[config.mk]
export PLATFORM = sky130hd
export DESIGN_NAME = adc_burst_decoder
export DESIGN_NICKNAME = d
export VERILOG_FILES = /design/src/rtl/adc_burst_decoder.sv
export SDC_FILE = /design/constraint.sdc
export NUM_CORES = 1
export LEC_CHECK = 0
export CAP_MARGIN = 20
export CORE_ASPECT_RATIO = 1.4
export CORE_UTILIZATION = 60
export DETAILED_ROUTE_END_ITERATION = 10
export PLACE_DENSITY = 0.78
export SLEW_MARGIN = 20
export SYNTH_ARGS = -nofsm -noshare
export SYNTH_HDL_FRONTEND = slang
export SYNTH_SLANG_ARGS = --single-unit
[constraint.sdc]
create_clock -name aclk -period 8 [get_ports aclk]
set_clock_uncertainty 0.2 [all_clocks]
set_input_delay 2 -clock aclk [delete_from_list [all_inputs] [get_ports aclk]]
set_output_delay 2 -clock aclk [all_outputs]
set_load 0.03 [all_outputs]
[src/rtl/adc_burst_decoder.sv]
// adc_burst_decoder: parses the ADC capture beat stream into bursts, accumulates
// per-burst statistics (beat count, channel peaks, below-trigger flag) and emits
// a two-word summary record per burst through an internal FIFO.
// Optional feature macro: ADC_BURST_DECODER_TIMEOUT_EN enables the in-burst idle
// timeout close (sets the trunc bit of the record).
module adc_burst_decoder #(
    parameter int unsigned FIFO_DEPTH   = 8,
    parameter int unsigned IDLE_TIMEOUT = 1024
) (
    input  logic        aclk,
    input  logic        aresetn,
    input  logic        nclear,
    input  logic        s_axis_tvalid,
    output logic        s_axis_tready,
    input  logic [31:0] s_axis_tdata,
    input  logic        s_axis_tlast,
    output logic        m_axis_tvalid,
    input  logic        m_axis_tready,
    output logic [31:0] m_axis_tdata,
    output logic        m_axis_tlast,
    output logic [15:0] bursts_count,
    output logic [31:0] dropped_beats,
    output logic        busy
);

    localparam int unsigned PtrW = $clog2(FIFO_DEPTH);
    localparam int unsigned CntW = PtrW + 1;
    localparam int unsigned OccW = CntW + 1;

    if (FIFO_DEPTH < 4 || (FIFO_DEPTH & (FIFO_DEPTH - 1)) != 0 || IDLE_TIMEOUT < 2)
    begin : g_param_check
        $error("adc_burst_decoder: invalid FIFO_DEPTH or IDLE_TIMEOUT");
    end

    typedef enum logic [0:0] {StIdle, StInBurst} state_e;

    // Burst accumulator state
    state_e      state_q, state_d;
    logic [15:0] count_q, count_d;
    logic [14:0] peak_a_q, peak_a_d;
    logic [14:0] peak_b_q, peak_b_d;
    logic        detrig_q, detrig_d;
    logic [15:0] bursts_q, bursts_d;
    logic [31:0] dropped_q, dropped_d;

    // Closed record waiting one cycle before entering the FIFO
    logic        rec_valid_q, rec_valid_d;
    logic [63:0] rec_q, rec_d;

    // Summary FIFO
    logic [63:0]     mem_q [FIFO_DEPTH];
    logic [PtrW-1:0] wr_ptr_q, rd_ptr_q;
    logic [CntW-1:0] fifo_cnt_q, fifo_cnt_d;
    logic            fifo_wr, fifo_pop;

    // Output serializer
    logic        m_valid_q, m_valid_d;
    logic [31:0] m_data_q, m_data_d;
    logic        m_last_q, m_last_d;
    logic [31:0] word1_q, word1_d;

    logic            tready_q, tready_d;
    logic [OccW-1:0] occ_d;

    // Beat decode
    logic        beat_acc, beat_end, beat_b31;
    logic [14:0] beat_a, beat_b;
    logic [15:0] acc_count;
    logic [14:0] acc_a, acc_b;
    logic        acc_det;
    logic        close_beat, close_timeout;

    assign beat_acc = s_axis_tvalid & tready_q;
    assign beat_end = s_axis_tlast | s_axis_tdata[30];
    assign beat_b31 = s_axis_tdata[31];
    assign beat_a   = s_axis_tdata[29:15];
    assign beat_b   = s_axis_tdata[14:0];

`ifdef ADC_BURST_DECODER_TIMEOUT_EN
    localparam int unsigned IdleW = $clog2(IDLE_TIMEOUT + 1);
    logic [IdleW-1:0] idle_q, idle_d;

    // Idle counter register; only advances while inside a burst
    always_ff @(posedge aclk or negedge aresetn) begin
        if (!aresetn) begin
            idle_q <= '0;
        end else begin
            idle_q <= idle_d;
        end
    end
`endif

    // Accumulator values if the current beat is merged into the burst
    always_comb begin
        if (state_q == StIdle) begin
            acc_count = 16'd1;
            acc_a     = beat_a;
            acc_b     = beat_b;
            acc_det   = beat_b31;
        end else begin
            acc_count = (count_q == 16'hFFFF) ? count_q : count_q + 16'd1;
            acc_a     = (beat_a > peak_a_q) ? beat_a : peak_a_q;
            acc_b     = (beat_b > peak_b_q) ? beat_b : peak_b_q;
            acc_det   = detrig_q | beat_b31;
        end
    end

    // Burst FSM next state, counters and record capture
    always_comb begin
        state_d       = state_q;
        count_d       = count_q;
        peak_a_d      = peak_a_q;
        peak_b_d      = peak_b_q;
        detrig_d      = detrig_q;
        bursts_d      = bursts_q;
        dropped_d     = dropped_q;
        close_beat    = 1'b0;
        close_timeout = 1'b0;
`ifdef ADC_BURST_DECODER_TIMEOUT_EN
        idle_d        = idle_q;
`endif
        if (!nclear) begin
            state_d   = StIdle;
            bursts_d  = '0;
            dropped_d = '0;
`ifdef ADC_BURST_DECODER_TIMEOUT_EN
            idle_d    = '0;
`endif
        end else begin
            if (s_axis_tvalid && !tready_q && dropped_q != 32'hFFFF_FFFF) begin
                dropped_d = dropped_q + 32'd1;
            end
            if (beat_acc) begin
                count_d  = acc_count;
                peak_a_d = acc_a;
                peak_b_d = acc_b;
                detrig_d = acc_det;
`ifdef ADC_BURST_DECODER_TIMEOUT_EN
                idle_d   = '0;
`endif
                if (beat_end) begin
                    close_beat = 1'b1;
                    state_d    = StIdle;
                end else begin
                    state_d = StInBurst;
                end
            end
`ifdef ADC_BURST_DECODER_TIMEOUT_EN
            else if (state_q == StInBurst) begin
                // This edge completes the IDLE_TIMEOUT-th idle cycle
                if (idle_q == IdleW'(IDLE_TIMEOUT - 1)) begin
                    close_timeout = 1'b1;
                    state_d       = StIdle;
                    idle_d        = '0;
                end else begin
                    idle_d = idle_q + 1'b1;
                end
            end
`endif
            if (close_beat || close_timeout) begin
                bursts_d = bursts_q + 16'd1;
            end
        end
        rec_valid_d = close_beat | close_timeout;
        if (close_timeout) begin
            rec_d = {bursts_q, count_q, 1'b1, peak_a_q, detrig_q, peak_b_q};
        end else begin
            rec_d = {bursts_q, acc_count, 1'b0, acc_a, acc_det, acc_b};
        end
    end

    // Burst state and counter registers
    always_ff @(posedge aclk or negedge aresetn) begin
        if (!aresetn) begin
            state_q     <= StIdle;
            count_q     <= '0;
            peak_a_q    <= '0;
            peak_b_q    <= '0;
            detrig_q    <= 1'b0;
            bursts_q    <= '0;
            dropped_q   <= '0;
            rec_valid_q <= 1'b0;
            rec_q       <= '0;
        end else begin
            state_q     <= state_d;
            count_q     <= count_d;
            peak_a_q    <= peak_a_d;
            peak_b_q    <= peak_b_d;
            detrig_q    <= detrig_d;
            bursts_q    <= bursts_d;
            dropped_q   <= dropped_d;
            rec_valid_q <= rec_valid_d;
            rec_q       <= rec_d;
        end
    end

    assign fifo_wr  = rec_valid_q;
    // Pop when the serializer is empty or is completing word1 this cycle
    assign fifo_pop = (fifo_cnt_q != '0) && (!m_valid_q || (m_axis_tready && m_last_q));

    // FIFO occupancy bookkeeping
    always_comb begin
        fifo_cnt_d = fifo_cnt_q;
        if (fifo_wr && !fifo_pop) begin
            fifo_cnt_d = fifo_cnt_q + 1'b1;
        end else if (!fifo_wr && fifo_pop) begin
            fifo_cnt_d = fifo_cnt_q - 1'b1;
        end
    end

    // FIFO pointers and count
    always_ff @(posedge aclk or negedge aresetn) begin
        if (!aresetn) begin
            wr_ptr_q   <= '0;
            rd_ptr_q   <= '0;
            fifo_cnt_q <= '0;
        end else begin
            fifo_cnt_q <= fifo_cnt_d;
            if (fifo_wr) begin
                wr_ptr_q <= wr_ptr_q + 1'b1;
            end
            if (fifo_pop) begin
                rd_ptr_q <= rd_ptr_q + 1'b1;
            end
        end
    end

    // FIFO storage, no reset needed
    always_ff @(posedge aclk) begin
        if (fifo_wr) begin
            mem_q[wr_ptr_q] <= rec_q;
        end
    end

    // Serializer: word0 on load, word1 after word0 handshake
    always_comb begin
        m_valid_d = m_valid_q;
        m_data_d  = m_data_q;
        m_last_d  = m_last_q;
        word1_d   = word1_q;
        if (m_valid_q && m_axis_tready) begin
            if (!m_last_q) begin
                m_data_d = word1_q;
                m_last_d = 1'b1;
            end else begin
                m_valid_d = 1'b0;
                m_last_d  = 1'b0;
            end
        end
        if (fifo_pop) begin
            m_valid_d = 1'b1;
            m_data_d  = mem_q[rd_ptr_q][63:32];
            word1_d   = mem_q[rd_ptr_q][31:0];
            m_last_d  = 1'b0;
        end
    end

    // Records held anywhere downstream of the accumulator count against capacity;
    // one slot stays free for a record that closes while ready is still high.
    always_comb begin
        occ_d    = OccW'(fifo_cnt_d) + OccW'(m_valid_d) + OccW'(rec_valid_d);
        tready_d = (occ_d <= OccW'(FIFO_DEPTH - 2));
    end

    // Serializer and input-ready registers
    always_ff @(posedge aclk or negedge aresetn) begin
        if (!aresetn) begin
            m_valid_q <= 1'b0;
            m_data_q  <= '0;
            m_last_q  <= 1'b0;
            word1_q   <= '0;
            tready_q  <= 1'b0;
        end else begin
            m_valid_q <= m_valid_d;
            m_data_q  <= m_data_d;
            m_last_q  <= m_last_d;
            word1_q   <= word1_d;
            tready_q  <= tready_d;
        end
    end

    assign s_axis_tready = tready_q;
    assign m_axis_tvalid = m_valid_q;
    assign m_axis_tdata  = m_data_q;
    assign m_axis_tlast  = m_last_q;
    assign bursts_count  = bursts_q;
    assign dropped_beats = dropped_q;
    assign busy          = (state_q == StInBurst);

endmodule

# Word-level counts from Yosys, hierarchy flattened
# Memory sizes are Yosys's and may differ from the RTL's.
# Cells that the tools add are included.
# totals
latchBits	0
input_bits	38
output_inout_bits	84
romBits	0
register_bits	237
ram_bits	504
memories	1
# classes
addsub	9
n_div	0
bitwise_logic	3
muxes	31
multipliers	0
n_eq_ne	6
shifts	0
magnitude_cmp	3
reduce_logical	16
# memory_table
memory	depth	word_bits	rd	rd_ports_with_merged_regs	wr	line	rtl
mem_q	8	63	1	0	1	51	logic [63:0] mem_q [FIFO_DEPTH];
# op_table
operator	n
32-bit two-way mux	5
16-bit two-way mux	4
15-bit two-way mux	4
16-bit by 1-bit adder with 16-bit output (second input constant)	2
32-bit by 1-bit adder with 32-bit output (second input constant)	1
32-bit inequality test (second input constant)	1
15-bit greater-than comparator	2
16-bit equality test (second input constant)	1
1-bit two-way mux	16
4-bit two-way mux	2
1-bit logical AND	7
3-bit by 1-bit adder with 3-bit output (second input constant)	2
2-bit by 1-bit inequality test with 1-bit output (second input constant)	3
4-bit by 1-bit adder with 5-bit output	1
5-bit by 1-bit adder with 5-bit output	1
5-bit by 3-bit <= comparator with 1-bit output (second input constant)	1
4-bit by 1-bit adder with 4-bit output (second input constant)	1
1-bit logical NOT	4
2-bit AND reduction	2
4-bit nonzero test	1
4-bit by 1-bit subtractor with 4-bit output (second input constant)	1
2-bit inequality test (second input constant)	1
1-bit bitwise OR	2
2-bit nonzero test	1
other kinds (2)	2

# Logic depth before layout (Yosys ltp)
# Gate-level depths: netlist (run 1).
# logic_depth
word_depth	9
mapped_depth	14

# Worst setup path after synthesis (run 1)
# OpenSTA, ideal clock, no wires.
# synth_timing
path_kind	reg2reg
start	register rec_valid_q, in the netlist fifo_wr
end	memory mem_q[1][0] (netlist bit), enable pin
t_required_ps	7239
setup_time_ps	561
arrival_time_ps	5125
synth_period_minus_slack_ps	5887
path_slack_ps	2113
stages_incl_launch_ff	4
cell_sequence	dfrtp_1 -> buf_1 -> nand2_1 -> nor3_1
# synth_between
elab_chain_len	2
# synth_lines
item	line	rtl
start, declared	47	logic rec_valid_q, rec_valid_d;
start signal, assigned	192	rec_valid_q <= rec_valid_d;
1-bit two-way mux	230	if (fifo_wr) begin
1-bit two-way mux (not written as such)	231	mem_q[wr_ptr_q] <= rec_q;
end, declared	51	
# Every way passes these cells.

# Final worst setup path (run 1)
# layout_timing
start	input port s_axis_tdata[29]
end	register rec_q[28]
# layout_between
elab_chain_len	3
# layout_lines
item	line	rtl
start, declared	15	input logic [31:0] s_axis_tdata,
15-bit greater-than comparator	102	acc_a = (beat_a > peak_a_q) ? beat_a : peak_a_q;
15-bit two-way mux	102	
15-bit two-way mux	95	if (state_q == StIdle) begin
named net acc_a[12]	69	logic [14:0] acc_a, acc_b;
end signal, assigned	193	rec_q <= rec_d;
end, declared	48	logic [63:0] rec_q, rec_d;
# The timed path passes the listed nets, and every way through them passes these cells.
# A chain may end at the register's enable or synchronous reset.

==> results of run 1 <==
## final cells by class
type,instances,area share
Timing Repair Buffer,149,0.0422
Sequential cell,740,0.601
Clock inverter,39,0.0150
Inverter,61,0.00654
Clock buffer,85,0.0525
Multi-Input combinational cell,1060,0.259
Tap cell,643,0.0230
## cells in the final DEF, fill, tap and decap left out, drive strengths merged, types with 11 or more instances in the layout
cell           Yosys  routed
buf               24      29
o311ai            16      16
nand4             52      52
nand3             78      78
ha                38      38
nor3              12      12
o211ai            18      18
o311a             13      13
bufinv             0      11
a21boi            11      11
and3              32      32
mux4             126     126
xnor2             29      29
o2111ai           15      15
a31oi             18      18
o21ai             36      36
a21oi             59      59
nor2             107     107
mux2i             52      52
a211oi            34      34
clkinv             0      20
xor2              21      21
clkdlybuf4s50      0     120
edfxtp           504     504
nor2b             39      39
and2              38      38
o31ai             33      33
a311oi            16      16
or3               11      11
nand2             88      88
dfrtp            236     236
clkbuf            93      85
inv               61      65
## power groups by stage
stage	Clock (uW)	Sequential (uW)	Combinational, uW
2_1_floorplan	0	5270	2120
3_3_place_gp	0	5290	2960
3_5_place_dp	0	5340	3050
4_1_cts	3450	5270	3100
5_1_grt	3590	5340	3370
6_report	3420	5280	3100
## metal layers
metal | GRT usage | routed length (um)
met1 | 0.353 | 26300
met2 | 0.461 | 35500
met3 | 0.0385 | 4590
met4 | 0.0756 | 1430
met5 | 0 | 0
## worst min-delay path by stage
stage	startpoint	end	slack (ps)	depth (start not counted)
4_1_cts	bursts_count[15]	rec_q[63]	230	0
3_3_place_gp	bursts_count[15]	rec_q[63]	220	0
6_report	bursts_count[15]	rec_q[63]	240	0
3_5_place_dp	bursts_count[15]	rec_q[63]	210	0
5_1_grt	bursts_count[15]	rec_q[63]	250	0
2_1_floorplan	detrig_q	detrig_q	250	2
## kinds of logic after synthesis
family / synth area share
mux: 0.111
buf+inv: 0.0223
compound gates: 0.0685
flops: 0.685
fa+ha+maj: 0.0161
xor+xnor: 0.0143
simple gates: 0.0829
## through the flow
stage / total power, uW / setup slack, ps
global route: 12300 / 2740
finish: 11800 / 2860
floorplan: 7380 / 2110
detailed placement: 8390 / 2430
CTS: 11800 / 3040
global placement: 8250 / 2470
## worst max-delay path, delay by kind of cell
family | cells | cell delay [ps]
simple gates | 3 | 1410
buf+inv | 1 | 520
fa+ha+maj | 1 | 430
compound gates | 2 | 1070
## sequential cells by signal, indices dropped and copies added (netlist names)
signal         cells
peak_b_q          15
m_axis_tdata      32
detrig_q           1
mem_q            504
word1_q           31
fifo_cnt_q         4
wr_ptr_q           3
s_axis_tready      1
dropped_beats     32
count_q           16
m_axis_tlast       1
bursts_count      16
rec_q             63
rd_ptr_q           3
peak_a_q          15
busy               1
fifo_wr            1
m_axis_tvalid      1
==> impl_metrics.csv, run 1 <==
group,metric,value,unit
outcome,status,"finished with violations",
outcome,violations,"DRC",
sta,slew_headroom,0.231,
placement,port_buffers,121,
sta,worst-slew-pin-transition,1140,ps
logic_synthesis,seq_area_frac_synth,0.685,
grt,first_global_vias,18519,
worst_setup_path,crit_path_end_kind,"flop",
drt,routed-via-count,18112,
sta,whs,240,ps
logic_synthesis,synth_ff_type,"edfxtp_1",
floorplan,die_area,52100,um^2
sta,final.setup.tns,0,ps
cts,root_buffer,"clkbuf_16",
logic_synthesis,yosys_warnings,0,
power,power_density,337,nW/um^2
cts,htree_num_levels,3,
logic_synthesis,synthTopCellsByArea,"edfxtp_1 (49%), dfrtp_1 (19%), mux4_2 (9.2%)",
sta,setup_violations,0,
power,netSwitchingPower,3700,uW
worst_setup_path,crit_start,"s_axis_tdata[29]",
sta,rsz0062_at_grt,"false",
power,switching_share,0.313,
logic_synthesis,ys_types,66,
worst_setup_path,critPathRequiredTime,8310,ps
grt,grt_pass1_wl,106,mm
layout,fin_nets,2156,
floorplan,die_h,270,um
logic_synthesis,synth_top_cell_by_area,"edfxtp_1",
worst_setup_path,rr_endpoint,"rec_q[28]",
logic_synthesis,yosysMostFrequentCell,"edfxtp_1",
worst_setup_path,critical_path_class,"in2reg",
hold_path,hold_path_class,"reg2reg",
layout,fin_util,0.697,
power,combPwrFrac,0.263,
cts,clock_sinks,740,
cts,numCtsBuffers,67,
power,internal_power,8100,uW
logic_synthesis,ys_seq_elements,740,
placement,routabilityCongestion,0.803,
worst_setup_path,path_cells,"clkdlybuf4s50_1, ha_1, nand4_1, or2_2, o21a_1, o311a_1, nand3_1",
drt,routed_wl,67.9,mm
drt,drc_errors,4,
layout,final_area,35000,um^2
power,clkPwrFrac,0.290,
grt,grt_util_all_layers,0.266,
floorplan,ioPinCount,122,
cts,clk_pin_slew,70,ps
layout,areaGrowthSynthToFinish,14.0,%
cts,insertion_delay,590,ps
drt,routed_via_density,6.52,
worst_setup_path,cp_max_fo,30,
cts,cts_tree,"built",
cts,cts_setup_buffers,0,
worst_setup_path,worst-r2r-cell-count,7,
worst_setup_path,crit_end,"rec_q[28]",
cts,cts_buffer_depth,3,
layout,drive_gt1_frac,0.140,
logic_synthesis,synth_area,30700,um^2
floorplan,die_w,193,um
sta,max_freq,194,MHz
layout,multi_input_area,9080,um^2
placement,place_inst,2651,
layout,seq_area,21100,um^2
flow_run,drv_cap,0,
layout,layout.cells.non_filler,2777,
worst_setup_path,r2r_setup_slack,4400,ps
logic_synthesis,synth_common_cells,"edfxtp_1 (504), dfrtp_1 (236), mux4_2 (126)",
worst_setup_path,arrival,5450,ps
grt,grt_max_degree,129,
logic_synthesis,netlist_instances,1978,
logic_synthesis,synth_edf_count,504,
logic_synthesis,synth_nets,2055,
drt,first_pass_iters,10,
logic_synthesis,async_flop_share,0.319,
worst_setup_path,critical_path.startpoint_type,"primary input",
sta,hold_viol_final,0,
worst_setup_path,slowest_delay,710,ps
placement,dp_hpwl,37.7,mm
drt,ant_nets,0,
power,ir_worst_vdd,0.221,mV
placement,placed_cell_area,32600,um^2
logic_synthesis,synth_top_area_frac,0.493,
worst_setup_path,cp_slowest_cell,"or2_2",
layout,fill_cells,3196,
logic_synthesis,avgSynthCellArea,15.5,um^2
worst_setup_path,r2r_start,"peak_a_q[14]",
sta,drv_slew,0,
drt,initialDrtViolationCount,1887,
floorplan,core.rowCount,97,
floorplan,core_area,50200,um^2
power,seq_power_share,0.447,
cts,cts_hold_buf,0,
sta,period_needed,5140,ps
grt,antenna_found_initial,0,
cts,ctsResizeCount,0,
power,p_leak,0.0126,uW
grt,grt_overflow_total,0,
floorplan,initial_core_util,0.611,
sta,period_share,0.643,
drt,wl_per_cell,24.5,um
layout,antenna_cells,0,
No activity file was read; power rests on OpenSTA's default activity.
==> run 2: changes to the inputs <==
==> constraint.sdc (replaced) <==
create_clock -name aclk -period 5.1 [get_ports aclk]
set_clock_uncertainty 0.2 [all_clocks]
set_input_delay 1.275 -clock aclk [delete_from_list [all_inputs] [get_ports aclk]]
set_output_delay 1.275 -clock aclk [all_outputs]
set_load 0.03 [all_outputs]
==> impl_metrics.csv, run 2 (synthesized netlist as in run 1, its figures left out) <==
group,metric,value,unit
cts,clk_pin_slew,60,ps
grt,grt_overflow_total,0,
sta,period_needed,3780,ps
power,combPwrFrac,0.264,
drt,first_pass_iters,10,
worst_setup_path,worst-r2r-cell-count,11,
layout,final_cell_mix,"edfxtp_1 (504), dfrtp_1 (232), mux4_2 (126)",
worst_setup_path,critical_path_class,"reg2out",
hold_path,hold_path_class,"reg2reg",
worst_setup_path,cp_max_fo,61,
placement,port_buffers,121,
cts,htree_num_levels,3,
placement,placed_cell_area,32800,um^2
cts,cts_buffer_depth,3,
layout,fin_util,0.699,
sta,whs,263,ps
worst_setup_path,critPathRequiredTime,3620,ps
sta,period_share,0.741,
cts,cts_hold_buf,0,
drt,routed-via-count,18014,
drt,wl_per_cell,24.3,um
sta,worst-slew-pin-transition,1110,ps
sta,rsz0062_at_grt,"false",
drt,routed_wl,68.2,mm
grt,grt_max_degree,98,
power,p_leak,0.0127,uW
worst_setup_path,arrival,2300,ps
cts,clock_sinks,740,
grt,grt_pass1_wl,106,mm
cts,cts_tree,"built",
layout,areaGrowthSynthToFinish,14.3,%
cts,ctsResizeCount,0,
placement,routabilityCongestion,0.857,
flow_run,drv_cap,0,
sta,setup_slack,1320,ps
cts,root_buffer,"clkbuf_16",
floorplan,die_area,52100,um^2
sta,max_freq,265,MHz
outcome,violations,"DRC",
power,ir_worst_vdd,0.338,mV
floorplan,core_area,50200,um^2
layout,drive_gt1_frac,0.146,
power,switching_share,0.315,
hold_path,hp-start,"bursts_count[10]",
worst_setup_path,rr_endpoint,"s_axis_tready",
layout,final_area,35100,um^2
floorplan,die_w,193,um
worst_setup_path,r2r_start,"fifo_cnt_q[0]",
hold_path,hold_end,"rec_q[58]",
worst_setup_path,slowest_delay,810,ps
sta,final.setup.tns,0,ps
floorplan,ioPinCount,122,
layout,largest_reg_flops,504,
drt,ant_nets,0,
power,seq_power_share,0.453,
placement,dp_hpwl,39.1,mm
hold_path,min_path_cells,0,
cts,insertion_delay,600,ps
layout,fin_nets,2178,
layout,antenna_cells,0,
grt,antenna_found_initial,0,
sta,slew_headroom,0.261,
drt,routed_via_density,6.43,
sta,hold_viol_final,0,
power,netSwitchingPower,5800,uW
floorplan,die_h,270,um
layout,largest_registers,"mem_q x504, rec_q x63",
power,clkPwrFrac,0.283,
worst_setup_path,crit_path_end_kind,"primary output",
worst_setup_path,path_cells,"buf_4, clkdlybuf4s50_1",
placement,dp_worst_setup_slack,784,ps
drt,drc_errors,1,
worst_setup_path,cp_slowest_cell,"clkdlybuf4s50_1",
layout,fill_cells,3231,
drt,initialDrtViolationCount,1434,
grt,grt_util_all_layers,0.267,
floorplan,core.rowCount,97,
power,internal_power,12600,uW
layout,final_common_cell,"edfxtp_1",
layout,top_register,"mem_q",
layout,seq_area,21100,um^2
grt,first_global_vias,18848,
layout,multi_input_area,9080,um^2
power,power_density,525,nW/um^2
sta,drv_slew,0,
worst_setup_path,critical_path.startpoint_type,"flop",
floorplan,initial_core_util,0.611,
cts,numCtsBuffers,68,
sta,setup_violations,0,
cts,cts_setup_buffers,0,
outcome,status,"finished with violations",
worst_setup_path,r2r_setup_slack,1850,ps
run 2: power by group through the flow:
stage          clock [uW]  combinational [uW]  sequential [uW]
2_1_floorplan           0                3320             8260
3_3_place_gp            0                4690             8380
3_5_place_dp            0                4810             8450
4_1_cts              5290                4890             8340
5_1_grt              5510                5260             8450
6_report             5210                4860             8350
run 2: through the flow:
step	instances	power (uW)
global route	2800	19200
floorplan	1978	11600
global placement	2673	13100
CTS	2799	18500
detailed placement	2673	13300
finish	2800	18400
run 2: critical path, delay by kind of cell, from the launching register on:
| kind | cells | cell delay (ps) |
|---|---|---|
| flops | 1 | 340 |
| buf+inv | 2 | 1340 |
run 2: final cells by class:
class,instances,area share
tap,643,0.0229
multi-input combinational,1060,0.259
clock buffer,91,0.0544
clock inverter,35,0.0109
timing repair buffer,170,0.0471
inverter,61,0.00652
sequential,740,0.600
run 2: how the worst max path moves through the flow:
| stage | endpoint | cells after the start | startpoint |
|---|---|---|---|
| after global routing | rec_q[8] | 8 | s_axis_tdata[1] |
| after floorplan | mem_q[7][0] | 3 | fifo_wr |
| after global placement | rec_q[29] | 9 | s_axis_tdata[25] |
| final | busy | 2 | busy |
| after CTS | busy | 2 | busy |
| after detailed placement | rec_q[8] | 8 | s_axis_tdata[1] |
run 2: per-layer routing:
metal  vias to the layer above  routed length, um  track usage
met5                         -                  0            0
met4                         0               1720       0.0935
met3                       118               4380       0.0422
met2                       721              35800        0.469
met1                      9239              26200        0.339
li1                       7936                  -            -
